## config.mk

```make
export PLATFORM = sky130hd
export DESIGN_NAME = serial_sub
export DESIGN_NICKNAME = d
export VERILOG_FILES = /design/src/rtl/serial_sub.sv
export SDC_FILE = /design/constraint.sdc
export NUM_CORES = 1
export LEC_CHECK = 0
export CORE_ASPECT_RATIO = 0.8
export CORE_MARGIN = 4
export CORE_UTILIZATION = 45
export DETAILED_ROUTE_END_ITERATION = 7
export PLACE_DENSITY = 0.73
export REMOVE_ABC_BUFFERS = 1
export SYNTH_ARGS = -nofsm -noshare
export SYNTH_HDL_FRONTEND = slang
export SYNTH_SLANG_ARGS = --single-unit
```

## constraint.sdc

```tcl
create_clock -name clk -period 1.5 [get_ports clk]
set_clock_uncertainty 0.05 [all_clocks]
set_input_delay 0.3 -clock clk [delete_from_list [all_inputs] [get_ports clk]]
set_output_delay 0.3 -clock clk [all_outputs]
set_load 0.05 [all_outputs]
```

## src/rtl/serial_sub.sv

```systemverilog
// Bit-serial unsigned subtractor: D = A - B mod 2^N, one bit per clock, LSB first.
// A single full-subtractor cell feeds a borrow flop; start/busy/done handshake around it.
module serial_sub #(
  parameter int N = 8
) (
  input  logic         clk,
  input  logic         rst,
  input  logic         start,
  input  logic [N-1:0] A,
  input  logic [N-1:0] B,
  output logic         busy,
  output logic         done,
  output logic [N-1:0] D,
  output logic         Bout
);

  localparam int CW = (N > 1) ? $clog2(N) : 1;

  typedef enum logic [1:0] {IDLE, SHIFT, DONE} state_t;

  state_t        state_reg, state_next;
  logic [N-1:0]  ra_reg, rb_reg, rr_reg;
  logic          br_reg;
  logic [CW-1:0] count_reg;

  logic          a0, b0, d_bit, br_next, last_bit;
  logic [N-1:0]  rr_next;

  // Full-subtractor cell on the current LSBs
  assign a0       = ra_reg[0];
  assign b0       = rb_reg[0];
  assign d_bit    = a0 ^ b0 ^ br_reg;
  assign br_next  = (~a0 & b0) | (~(a0 ^ b0) & br_reg);
  assign rr_next  = {d_bit, rr_reg[N-1:1]};
  assign last_bit = (count_reg == CW'(N - 1));

  always_ff @(posedge clk or posedge rst) begin
    if (rst) begin
      state_reg <= IDLE;
    end else begin
      state_reg <= state_next;
    end
  end

  always_comb begin
    state_next = state_reg;
    case (state_reg)
      IDLE:    if (start) state_next = SHIFT;
      SHIFT:   if (last_bit) state_next = DONE;
      DONE:    state_next = IDLE;
      default: state_next = IDLE;
    endcase
  end

  always_comb begin
    busy = (state_reg != IDLE);
    done = (state_reg == DONE);
  end

  always_ff @(posedge clk or posedge rst) begin
    if (rst) begin
      ra_reg    <= '0;
      rb_reg    <= '0;
      rr_reg    <= '0;
      br_reg    <= 1'b0;
      count_reg <= '0;
      D         <= '0;
      Bout      <= 1'b0;
    end else begin
      case (state_reg)
        IDLE: begin
          if (start) begin
            ra_reg    <= A;
            rb_reg    <= B;
            rr_reg    <= '0;
            br_reg    <= 1'b0;
            count_reg <= '0;
          end
        end
        SHIFT: begin
          ra_reg <= ra_reg >> 1;
          rb_reg <= rb_reg >> 1;
          rr_reg <= rr_next;
          br_reg <= br_next;
          // Results are published only on the final bit so D/Bout stay stable while busy
          if (last_bit) begin
            D    <= rr_next;
            Bout <= br_next;
          end else begin
            count_reg <= count_reg + CW'(1);
          end
        end
        default: ;
      endcase
    end
  end

endmodule

```

==> impl_metrics.json <==
{
  "status": "complete, but fails checks",
  "violations": "setup timing",
  "antenna_left": 0,
  "die_w_um": 79.1,
  "finalHoldViolations": 0,
  "grt_max_degree": 39,
  "p_int_mw": 3.78,
  "cts_made_buffers": 5,
  "antenna_found_initial": 0,
  "synth_cell_type_count": 24,
  "drv_cap": 0,
  "num-nets-final": 217,
  "place_congestion": 0.747,
  "crit_path_cell_trace": "buf_6, nor2_4, inv_2, buf_12",
  "setup_ws_ns": -0.0159,
  "holdWs_ns": 0.313,
  "gr-total-overflow": 0,
  "root_buffer": "clkbuf_8",
  "grt_pass1_wl_um": 6420,
  "p_seq_frac": 0.317,
  "clkPwrFrac": 0.176,
  "cp-start-kind": "register",
  "tightest_slew_ns": 0.398,
  "slowest_stage": "dfrtp_2",
  "dpl.hpwl_um": 2490,
  "num_antenna_cells": 0,
  "syn_area_um2": 1820,
  "dieHeight_um": 64.9,
  "grt_setup_unrepaired": "yes",
  "synth_area_leaders": "dfrtp_1 (52%), mux2_4 (7.4%), nor4b_1 (6.7%), a221oi_1 (5.8%), inv_1 (3.9%)",
  "fin_crit_sh": 1.01,
  "totalPowerFinal_mw": 5.87,
  "firstDrtPassIters": 4,
  "syn_inst": 150,
  "area_growth_pct": 48.7,
  "cts_max_level": 2,
  "synth_top_cell_by_area": "dfrtp_1",
  "viasPerCell": 5.36,
  "grt_pass1_vias": 1343,
  "synth_top_area_frac": 0.523,
  "yosysSeqAreaShare": 0.523,
  "peakVddDrop_uv": 1070,
  "core_area_um2": 3850,
  "final_area_um2": 2700,
  "arrival_ns": 1.17,
  "final-setup-viol-count": 2,
  "critical_path_class": "reg2out",
  "track_usage": 0.161,
  "ys_warn_count": 0,
  "drt-initial-drc-count": 51,
  "synth_ff_type": "dfrtp_1",
  "slowest_delay_ns": 0.43,
  "crit_required_ns": 1.15,
  "cts.sink_count": 38,
  "ios": 30,
  "worstSkewPairLatency_ns": 0.29,
  "io_buffers": 29,
  "vias": 1346,
  "clk_path_buf_depth": 2,
  "path_clk_slew_ns": 0.07,
  "nFillCells": 291,
  "power.density_nw_per_um2": 2170,
  "cp_max_fo": 3,
  "start_util": 0.472,
  "cp-end-kind": "primary output",
  "max-slew-margin-rel": 0.733,
  "power_frac_comb": 0.507,
  "place_area_um2": 2360,
  "cts_tree": "built",
  "yosysMostFrequentCell": "dfrtp_1",
  "drv_slew": 0,
  "drt-wirelength-per-cell_um": 15.4,
  "drc": 0,
  "synth_area_per_cell_um2": 12.1,
  "synth-edff-count": 0,
  "fmax_mhz": 660,
  "drive_gt1_frac": 0.372,
  "p_sw_mw": 2.10,
  "p_leak_nw": 1.24,
  "p_sw_frac": 0.357,
  "hp-class": "in2async",
  "drt_wl_total_um": 3870,
  "ys_ff_latch": 38,
  "synthArstFlopShare": 1.00,
  "yosys-top-cells-count": "dfrtp_1 (38), inv_1 (19), nor4b_1 (14), nor2_1 (13), a221oi_1 (12)",
  "die_area_um2": 5130,
  "rows": 20,
  "finalCriticalPeriod_ns": 1.52
}
[area by class of cell]
class / count / area (um2) / share of cell area
timing repair buffer: 51 / 631 / 0.233
inverter: 19 / 71.3 / 0.0264
sequential: 38 / 953 / 0.353
clock buffer: 5 / 68.8 / 0.0255
multi-input combinational: 80 / 841 / 0.311
tap: 55 / 68.8 / 0.0255
clock inverter: 3 / 68.8 / 0.0255
[final timing paths]
kind	startpoint	end	slack [ns]	depth (start not counted)
setup / recovery	state_reg[0]$_DFFE_PP0P_	busy	-0.02	4
hold / removal	rst	D[0]$_DFFE_PP0P_	0.31	3
setup reg to reg	count_reg[1]$_DFFE_PP0P_	count_reg[1]$_DFFE_PP0P_	0.03	5
max in group asynchronous	rst	state_reg[0]$_DFFE_PP0P_	0.89	3
hold reg to reg	rr_reg[1]$_DFFE_PP0P_	rr_reg[1]$_DFFE_PP0P_	0.45	1
min in group clk	rr_reg[1]$_DFFE_PP0P_	rr_reg[1]$_DFFE_PP0P_	0.45	1
[cells by family after synthesis]
kind of cell	Yosys count	share of synthesized area
AOI/OAI and AO/OA	29	0.145
adders and majority gates	3	0.0248
buffers and inverters	32	0.0902
DFF	38	0.523
muxes	9	0.0743
and+or+nand+nor	39	0.143
[layer usage]
metal  vias to the layer above  global-route usage  part of all wire
met3                         3              0.0403             0.052
met1                       665               0.209              0.44
met4                         0              0.0579            0.0070
met2                        45               0.262              0.50
li1                        633                   -                 -
met5                         -                   0                 0
[power by group through the flow]
stage / registers [mW] / logic, mW / clock network (mW)
global route: 1.92 / 3.21 / 1.10
global placement: 1.85 / 2.52 / 0
detailed placement: 1.89 / 2.59 / 0
floorplan: 2.23 / 1.08 / 0
finish: 1.86 / 2.98 / 1.03
CTS: 1.85 / 2.75 / 1.05
[worst max-delay path: cells and delay by family (launching register included)]
| family | cells | cell delay (ns) |
|---|---|---|
| DFF | 1 | 0.43 |
| buffers and inverters | 3 | 0.33 |
| and+or+nand+nor | 1 | 0.11 |
[metrics by stage]
step / cells / TNS, ns / setup slack [ns] / utilization
after detailed placement: 236 / -1.32 / -0.111 / 0.612
after CTS: 249 / -0.0701 / -0.0270 / 0.666
after floorplan: 137 / -8.20 / -0.457 / -
final: 251 / -0.0208 / -0.0159 / 0.701
after global placement: 236 / -0.587 / -0.0820 / 0.612
after global routing: 251 / -0.198 / -0.0698 / 0.701
[cell usage in the layout (no fill, tap or decap), types with 3 or more instances in the layout]
cell type        count
nor2_1              12
a221oi_2             3
clkdlybuf4s50_1     18
a211o_1              3
a22o_1               8
buf_12              15
a221oi_1             9
buf_4               15
dfrtp_1             36
mux2_4               9
nor4b_1              8
inv_1               18
clkbuf_8             5
nor4b_2              5
[what timing repair did]
| action | 4_1_cts | 5_1_grt |
|---|---|---|
| gates resized for setup | 11 | 20 |
| hold buffers | 0 | 0 |
| hold endpoints to repair | 0 | 0 |
| pin swaps | 1 | 5 |
| endpoints found under the setup margin | 16 | 18 |
| setup buffers | 5 | 2 |
Power figures use the tool's default switching activity.
